## config.mk

```make
export PLATFORM = sky130hd
export DESIGN_NAME = imem_fetch_queue
export DESIGN_NICKNAME = d
export VERILOG_FILES = /design/src/rtl/imem_fetch_queue.sv
export SDC_FILE = /design/constraint.sdc
export NUM_CORES = 1
export LEC_CHECK = 0
export CORE_ASPECT_RATIO = 1.25
export CORE_MARGIN = 2
export CORE_UTILIZATION = 50
export CTS_CLUSTER_SIZE = 12
export DETAILED_ROUTE_END_ITERATION = 10
export HOLD_SLACK_MARGIN = 0.15
export PLACE_DENSITY = 0.74
export SLEW_MARGIN = 20
export SYNTH_ARGS = -nofsm -noshare
export SYNTH_HDL_FRONTEND = slang
export SYNTH_SLANG_ARGS = --single-unit
```

## constraint.sdc

```tcl
create_clock -name clk_i -period 3.7 [get_ports clk_i]
set_clock_uncertainty 0.05 [all_clocks]
set_input_delay 0.555 -clock clk_i [delete_from_list [all_inputs] [get_ports clk_i]]
set_output_delay 0.555 -clock clk_i [all_outputs]
set_load 0.005 [all_outputs]
```

## src/rtl/imem_fetch_queue.sv

```systemverilog
// imem_fetch_queue: instruction-fetch front end between the program counter
// and instruction memory.
// - Each accepted fetch address is sent to memory and recorded in an in-order
//   ring of depth_p entries.
// - The in-order response fills the oldest open entry.
// - Decode drains the ring through a valid/ready handshake.
// - A flush empties the ring and counts the in-flight responses that must be
//   discarded when they come back.
// Optional feature: define FETCH_QUEUE_BYPASS_EN to forward a response
// straight to decode when the ring is empty.
module imem_fetch_queue #(
  parameter int width_p = 32,
  parameter int depth_p = 4
) (
  input  logic               clk_i,
  input  logic               rst_ni,
  input  logic [width_p-1:0] pc_i,
  input  logic               flush_i,
  output logic               stall_o,
  output logic               req_valid_o,
  input  logic               req_ready_i,
  output logic [width_p-1:0] req_addr_o,
  input  logic               resp_valid_i,
  input  logic [width_p-1:0] resp_data_i,
  output logic               instr_valid_o,
  input  logic               instr_ready_i,
  output logic [width_p-1:0] instr_o,
  output logic [width_p-1:0] instr_pc_o
);

  localparam int idx_w_lp = $clog2(depth_p);
  localparam int ptr_w_lp = idx_w_lp + 1;
  localparam int cnt_w_lp = $clog2(depth_p + 1);
  localparam int sum_w_lp = ptr_w_lp + 1;

  // Pointers carry a wrap bit so that full and empty can be told apart.
  logic [ptr_w_lp-1:0] alloc_ptr_reg, alloc_ptr_next;
  logic [ptr_w_lp-1:0] fill_ptr_reg, fill_ptr_next;
  logic [ptr_w_lp-1:0] read_ptr_reg, read_ptr_next;
  logic [cnt_w_lp-1:0] drop_cnt_reg, drop_cnt_next;

  logic [width_p-1:0] pc_mem   [depth_p];
  logic [width_p-1:0] data_mem [depth_p];
  logic [depth_p-1:0] filled_reg;

  logic [idx_w_lp-1:0] alloc_idx, fill_idx, read_idx;
  logic [ptr_w_lp-1:0] alloc_minus_read, alloc_minus_fill;
  logic [sum_w_lp-1:0] drop_ext, in_use, drop_sum;
  logic credit, issue, outstanding;
  logic resp_drop, resp_take, resp_store, resp_dec;
  logic stored_valid, drain;

  assign alloc_idx = alloc_ptr_reg[idx_w_lp-1:0];
  assign fill_idx  = fill_ptr_reg[idx_w_lp-1:0];
  assign read_idx  = read_ptr_reg[idx_w_lp-1:0];

  // Slots still owed a response after a flush keep consuming credit, so the
  // number of in-flight requests never exceeds depth_p.
  assign alloc_minus_read = alloc_ptr_reg - read_ptr_reg;
  assign alloc_minus_fill = alloc_ptr_reg - fill_ptr_reg;
  assign drop_ext = {{(sum_w_lp-cnt_w_lp){1'b0}}, drop_cnt_reg};
  assign in_use   = {1'b0, alloc_minus_read} + drop_ext;
  assign credit   = in_use < sum_w_lp'(depth_p);

  // Credit comes only from registered state, so a full-queue stall is
  // independent of resp_valid_i. Requests are held off while in reset.
  assign req_valid_o = rst_ni & credit & ~flush_i;
  assign req_addr_o  = pc_i;
  assign issue       = req_valid_o & req_ready_i;
  assign stall_o     = ~issue;

  // A response with nothing outstanding is ignored.
  assign outstanding = alloc_ptr_reg != fill_ptr_reg;
  assign resp_drop   = resp_valid_i & ~flush_i & (drop_cnt_reg != '0);
  assign resp_take   = resp_valid_i & ~flush_i & (drop_cnt_reg == '0) & outstanding;

  // On a flush, every unfilled slot becomes a pending drop. A response
  // arriving in the same cycle answers one of those drops.
  assign drop_sum = drop_ext + {1'b0, alloc_minus_fill};
  assign resp_dec = resp_valid_i & (drop_sum != '0);

  assign stored_valid = (read_ptr_reg != fill_ptr_reg) & filled_reg[read_idx];

`ifdef FETCH_QUEUE_BYPASS_EN
  logic bypass_hit;
  // When the ring is empty, read_idx equals fill_idx. The pc of the entry
  // being answered is therefore already selected by instr_pc_o.
  assign bypass_hit    = resp_take & (read_ptr_reg == fill_ptr_reg);
  assign instr_valid_o = ~flush_i & (stored_valid | bypass_hit);
  assign instr_o       = bypass_hit ? resp_data_i : data_mem[read_idx];
  assign instr_pc_o    = pc_mem[read_idx];
  assign resp_store    = resp_take & ~(bypass_hit & instr_ready_i);
`else
  assign instr_valid_o = ~flush_i & stored_valid;
  assign instr_o       = data_mem[read_idx];
  assign instr_pc_o    = pc_mem[read_idx];
  assign resp_store    = resp_take;
`endif

  assign drain = instr_valid_o & instr_ready_i;

  // Next-state for the pointers and the drop counter. A flush overrides the
  // issue, response and drain updates.
  always_comb begin
    alloc_ptr_next = alloc_ptr_reg;
    fill_ptr_next  = fill_ptr_reg;
    read_ptr_next  = read_ptr_reg;
    drop_cnt_next  = drop_cnt_reg;
    if (flush_i) begin
      alloc_ptr_next = fill_ptr_reg;
      read_ptr_next  = fill_ptr_reg;
      drop_cnt_next  = cnt_w_lp'(drop_sum - sum_w_lp'(resp_dec));
    end else begin
      if (issue)     alloc_ptr_next = alloc_ptr_reg + ptr_w_lp'(1);
      if (resp_drop) drop_cnt_next  = drop_cnt_reg - cnt_w_lp'(1);
      if (resp_take) fill_ptr_next  = fill_ptr_reg + ptr_w_lp'(1);
      if (drain)     read_ptr_next  = read_ptr_reg + ptr_w_lp'(1);
    end
  end

  // Pointer and drop-counter registers.
  always_ff @(posedge clk_i or negedge rst_ni) begin
    if (!rst_ni) begin
      alloc_ptr_reg <= '0;
      fill_ptr_reg  <= '0;
      read_ptr_reg  <= '0;
      drop_cnt_reg  <= '0;
    end else begin
      alloc_ptr_reg <= alloc_ptr_next;
      fill_ptr_reg  <= fill_ptr_next;
      read_ptr_reg  <= read_ptr_next;
      drop_cnt_reg  <= drop_cnt_next;
    end
  end

  // Ring storage.
  // - Allocation records the pc and opens the entry.
  // - A stored response writes the data and marks the entry filled.
  // - Entries are cleared on reset so that instr_o and instr_pc_o read 0.
  always_ff @(posedge clk_i or negedge rst_ni) begin
    if (!rst_ni) begin
      for (int i = 0; i < depth_p; i++) begin
        pc_mem[i]     <= '0;
        data_mem[i]   <= '0;
        filled_reg[i] <= 1'b0;
      end
    end else begin
      for (int i = 0; i < depth_p; i++) begin
        if (issue && (alloc_idx == idx_w_lp'(i))) begin
          pc_mem[i]     <= pc_i;
          filled_reg[i] <= 1'b0;
        end
        if (resp_store && (fill_idx == idx_w_lp'(i))) begin
          data_mem[i]   <= resp_data_i;
          filled_reg[i] <= 1'b1;
        end
      end
    end
  end

endmodule

```

==> results.py <==
metrics = {
    "clock_network": {
        "cts_buffer_depth": 3,
        "htree_num_levels": 1,
        "clk_transition_reported_paths_ns": 0.06,
        "cts_root_cell": "sky130_fd_sc_hd__clkbuf_16",
        "clk-insertion-delay-late_ns": 0.54,
        "tritoncts": "done",
        "numCtsBuffers": 29,
        "cts_sinks": 272,
    },
    "worst_hold_path": {
        "timing.hold.worst_path_depth": 1,
        "worstHoldPathType": "register to register",
    },
    "critical_path": {
        "critical_path.max_fanout": 2,
        "critical_path.startpoint_type": "register",
        "critical-path-slowest-cell": "sky130_fd_sc_hd__or4b_4",
        "worst_setup_path_end_kind": "output port",
        "path_cells": "inv_2 > ha_1 > inv_1 > fa_1 > xnor2_1 > ha_1 > or4b_4 > buf_4 > nor3_4 > clkbuf_2",
        "cpMostUsedCell": "sky130_fd_sc_hd__ha_1",
        "cp_slowest_stage_delay_ns": 0.50,
        "timing.critical_path.buf_inv": 4,
        "worst_ep_arrival_time_ns": 2.96,
        "reg2reg_path_depth": 15,
        "critPathTopFamily": "adder cells",
        "path_class": "register to output port",
        "critPathRequiredTime_ns": 3.09,
        "cp_num_cells": 10,
    },
    "power_and_ir_drop": {
        "cell_internal_pwr_uw": 8881,
        "power_density_nw_per_um2": 804.5,
        "worst_ir_drop_vdd_uv": 553.5,
        "relative_contribution_of_sequential_cells_to_total_power": 0.388,
        "cellLeakagePower_uw": 0.007206,
        "gate_power_share": 0.386,
        "power_switching_share": 0.2829,
        "power.share.clock": 0.226,
        "switchingPower_uw": 3503,
    },
    "layout": {
        "fin_area_sq_um": 15390,
        "final.fill_count": 1992,
        "area_growth_syn_to_layout_pct": 22.07,
        "final_nets": 1025,
        "final_layout_size_suffix_gt1_frac": 0.4230,
        "insertedDiodeCount": 0,
    },
    "timing": {
        "maxClockFrequency_ghz": 0.2801,
        "setup_tns_ns": 0,
        "slew-limit-headroom": 0.4250,
        "final-max-slew-violation-count": 0,
        "layout_worst_path_cycle_share": 0.9648,
        "worst_pin_slew_ns": 0.8624,
        "grt_setup_unrepaired": "no",
        "report.final.hold_viol_count": 0,
        "min_period_ns": 3.570,
        "setup_viol": 0,
    },
    "floorplan": {
        "num_rows": 65,
        "core_area_sq_um": 25050,
        "floorplan.initialDensity": 0.5034,
        "die_x_um": 146.0,
        "io_pins": 169,
        "die_h_um": 181.6,
        "total_die_area_sq_um": 26510,
    },
    "yosys": {
        "synth_area_leader_cell": "sky130_fd_sc_hd__dfrtp_1",
        "syn_area_sq_um": 12610,
        "synth-seq-cells": 272,
        "synth_fa_ha_area_frac": 0.02560,
        "synth.area.top_cells": "sky130_fd_sc_hd__dfrtp_1, sky130_fd_sc_hd__mux2_2, sky130_fd_sc_hd__mux4_2",
        "post_synth_num_cell_types": 38,
        "dominantRegCellSynth": "sky130_fd_sc_hd__dfrtp_1",
        "mux_contribution_to_synthesized_area": 0.3498,
        "postSynth.asyncResetShare": 1.000,
        "main_combinational_cell_family_by_area_after_synthesis": "multiplexers",
        "post_synth_xor_area_fraction": 0.009724,
        "syn-instance-count": 783,
        "synthesis.yosys.warnings": 0,
        "complex_gate_fraction_of_the_synthesized_area": 0.01429,
        "synth_simple_gate_area_share": 0.01717,
        "sequential_cell_area_fraction_in_the_yosys_report": 0.5398,
        "synthesis.area_per_instance_sq_um": 16.10,
        "synth_top_cell_area_share": 0.5398,
        "syn_nets": 877,
        "edff_count_synth": 0,
    },
    "global_routing": {
        "grt_overflow": 0,
        "grt_antenna_before_repair": 1,
        "grt_start_max_net_pins": 158,
        "grt_usage": 0.1928,
        "grt_pass1_vias": 7659,
        "global_route_wire_length_before_repair_um": 41300,
    },
    "drt": {
        "num_vias": 6983,
        "viasPerCell": 5.443,
        "dr.first_iter.drc_count": 178,
        "drt_pass_1_iters": 4,
        "antenna_left": 0,
        "routedWlPerCell_um": 19.19,
        "post-route-drc-count": 0,
        "drt-total-wl_um": 24620,
    },
    "placed_design": {
        "placement.io_buffers": 168,
        "final_weighted_congestion_in_routability_driven_placement": 0.7406,
        "placedInstanceArea_sq_um": 14420,
        "place.detailed.hpwl_um": 15240,
    },
    "outcome": {
        "status": "completed",
    },
    "job": {
        "maxCapViolations": 0,
    },
}
[metal layers]
layer  wire (um)  global-route usage
met5          11                   0
met1       10480              0.2500
met3        1404             0.04221
met4         472             0.04427
met2       12250              0.3349
[path summary, 6_finish.rpt]
check                            startpoint               to  slack (ns)
min in group asynchronous            rst_ni       pc_mem[94]        0.75
min reg2reg                       pc_mem[4]        pc_mem[4]        0.43
min                               pc_mem[4]        pc_mem[4]        0.43
max reg2reg                alloc_ptr_reg[0]  drop_cnt_reg[2]        0.38
max in group asynchronous            rst_ni     data_mem[48]        1.53
max                        alloc_ptr_reg[0]      req_valid_o        0.13
[power by group through the flow]
stage                     registers [uW]  clock network (uW)  logic [uW]
after floorplan                     4640                   0        3170
after global placement              4810                   0        4680
after detailed placement            4850                   0        4790
after CTS                           4810                2870        4850
after global routing                4970                3020        5230
final                               4810                2800        4780
[worst reg2reg max path, cell delays in order, from the launching register on]
cell	delay (ns)
sky130_fd_sc_hd__dfrtp_1	0.38
sky130_fd_sc_hd__inv_2	0.06
sky130_fd_sc_hd__buf_4	0.12
sky130_fd_sc_hd__ha_1	0.13
sky130_fd_sc_hd__inv_1	0.05
sky130_fd_sc_hd__fa_1	0.51
sky130_fd_sc_hd__inv_1	0.06
sky130_fd_sc_hd__fa_1	0.44
sky130_fd_sc_hd__a2111oi_1	0.31
sky130_fd_sc_hd__a21oi_1	0.07
sky130_fd_sc_hd__o21a_1	0.20
sky130_fd_sc_hd__ha_1	0.18
sky130_fd_sc_hd__ha_1	0.19
sky130_fd_sc_hd__xnor2_1	0.17
sky130_fd_sc_hd__xnor2_1	0.15
sky130_fd_sc_hd__a21oi_1	0.09
[metrics by stage]
stage	setup WS, ns	instances	hold slack (ns)	power, uW	util
global placement	0.2397	1232	0.4139	9496	0.5758
global route	0.007528	1283	0.4583	13220	0.6145
floorplan	0.3558	783	0.2094	7809	-
CTS	0.002941	1282	0.4373	12530	0.6143
detailed placement	0.2102	1232	0.4238	9647	0.5758
finish	0.1303	1283	0.4295	12380	0.6145
[final cells by class]
type                       count  area [sq um]  share of cell area
clock buffer                  43         868.3             0.05641
clock inverter                 5         57.56            0.003739
inverter                      17         63.81            0.004146
multi-input combinational    420          5265              0.3421
sequential                   272          6814              0.4427
tap                          335         419.2             0.02723
timing repair buffer         191          1904              0.1237
[logic make-up after synthesis]
logic type | count (synthesis)
multiplexers | 325
flip-flops | 272
AO/OA/AOI/OAI | 25
buffers and inverters | 91
adder cells (fa/ha/maj) | 24
AND/OR/NAND/NOR | 32
XOR/XNOR | 14
[Yosys cell counts, types with 3 or more instances]
cell                       count
sky130_fd_sc_hd__a21oi_1       6
sky130_fd_sc_hd__a22o_1        3
sky130_fd_sc_hd__buf_1         7
sky130_fd_sc_hd__buf_2        17
sky130_fd_sc_hd__buf_4        32
sky130_fd_sc_hd__buf_6         9
sky130_fd_sc_hd__clkbuf_1      9
sky130_fd_sc_hd__dfrtp_1     272
sky130_fd_sc_hd__fa_1          3
sky130_fd_sc_hd__ha_1         21
sky130_fd_sc_hd__inv_1        17
sky130_fd_sc_hd__mux2_2      249
sky130_fd_sc_hd__mux2_4        6
sky130_fd_sc_hd__mux2i_1       3
sky130_fd_sc_hd__mux4_2       65
sky130_fd_sc_hd__nand2_1      11
sky130_fd_sc_hd__nand2_4       3
sky130_fd_sc_hd__nand2b_1      3
sky130_fd_sc_hd__nor2_1        5
sky130_fd_sc_hd__nor3_1        3
sky130_fd_sc_hd__o21a_1        3
sky130_fd_sc_hd__o21ai_0       4
sky130_fd_sc_hd__xnor2_1       8
sky130_fd_sc_hd__xor2_1        6
[layout by cell type, fill, tap and decap left out, types with 3 or more instances in the layout]
| cell type | n |
|---|---|
| sky130_fd_sc_hd__dfrtp_1 | 270 |
| sky130_fd_sc_hd__mux2_2 | 249 |
| sky130_fd_sc_hd__clkdlybuf4s50_1 | 165 |
| sky130_fd_sc_hd__mux4_2 | 65 |
| sky130_fd_sc_hd__clkbuf_16 | 29 |
| sky130_fd_sc_hd__ha_1 | 21 |
| sky130_fd_sc_hd__inv_1 | 16 |
| sky130_fd_sc_hd__buf_4 | 16 |
| sky130_fd_sc_hd__nand2_1 | 11 |
| sky130_fd_sc_hd__clkbuf_8 | 9 |
| sky130_fd_sc_hd__xnor2_1 | 8 |
| sky130_fd_sc_hd__xor2_1 | 6 |
| sky130_fd_sc_hd__a21oi_1 | 6 |
| sky130_fd_sc_hd__mux2_4 | 6 |
| sky130_fd_sc_hd__nor2_1 | 5 |
| sky130_fd_sc_hd__clkbuf_1 | 5 |
| sky130_fd_sc_hd__o21ai_0 | 4 |
| sky130_fd_sc_hd__o21a_1 | 3 |
| sky130_fd_sc_hd__nand2b_1 | 3 |
| sky130_fd_sc_hd__mux2i_1 | 3 |
| sky130_fd_sc_hd__nand2_4 | 3 |
| sky130_fd_sc_hd__a22o_1 | 3 |
| sky130_fd_sc_hd__fa_1 | 3 |
| sky130_fd_sc_hd__buf_12 | 3 |
[repair_timing]
item / CTS / global route
endpoints found under the hold margin: 40 / 0
buffers inserted: 1 / 1
gates cloned: 0 / 0
gates resized for setup: 11 / 4
pin swaps: 3 / 1
setup endpoints to repair: 25 / 3
hold buffers: 1 / 0
No activity file was read; power rests on OpenSTA's default activity.
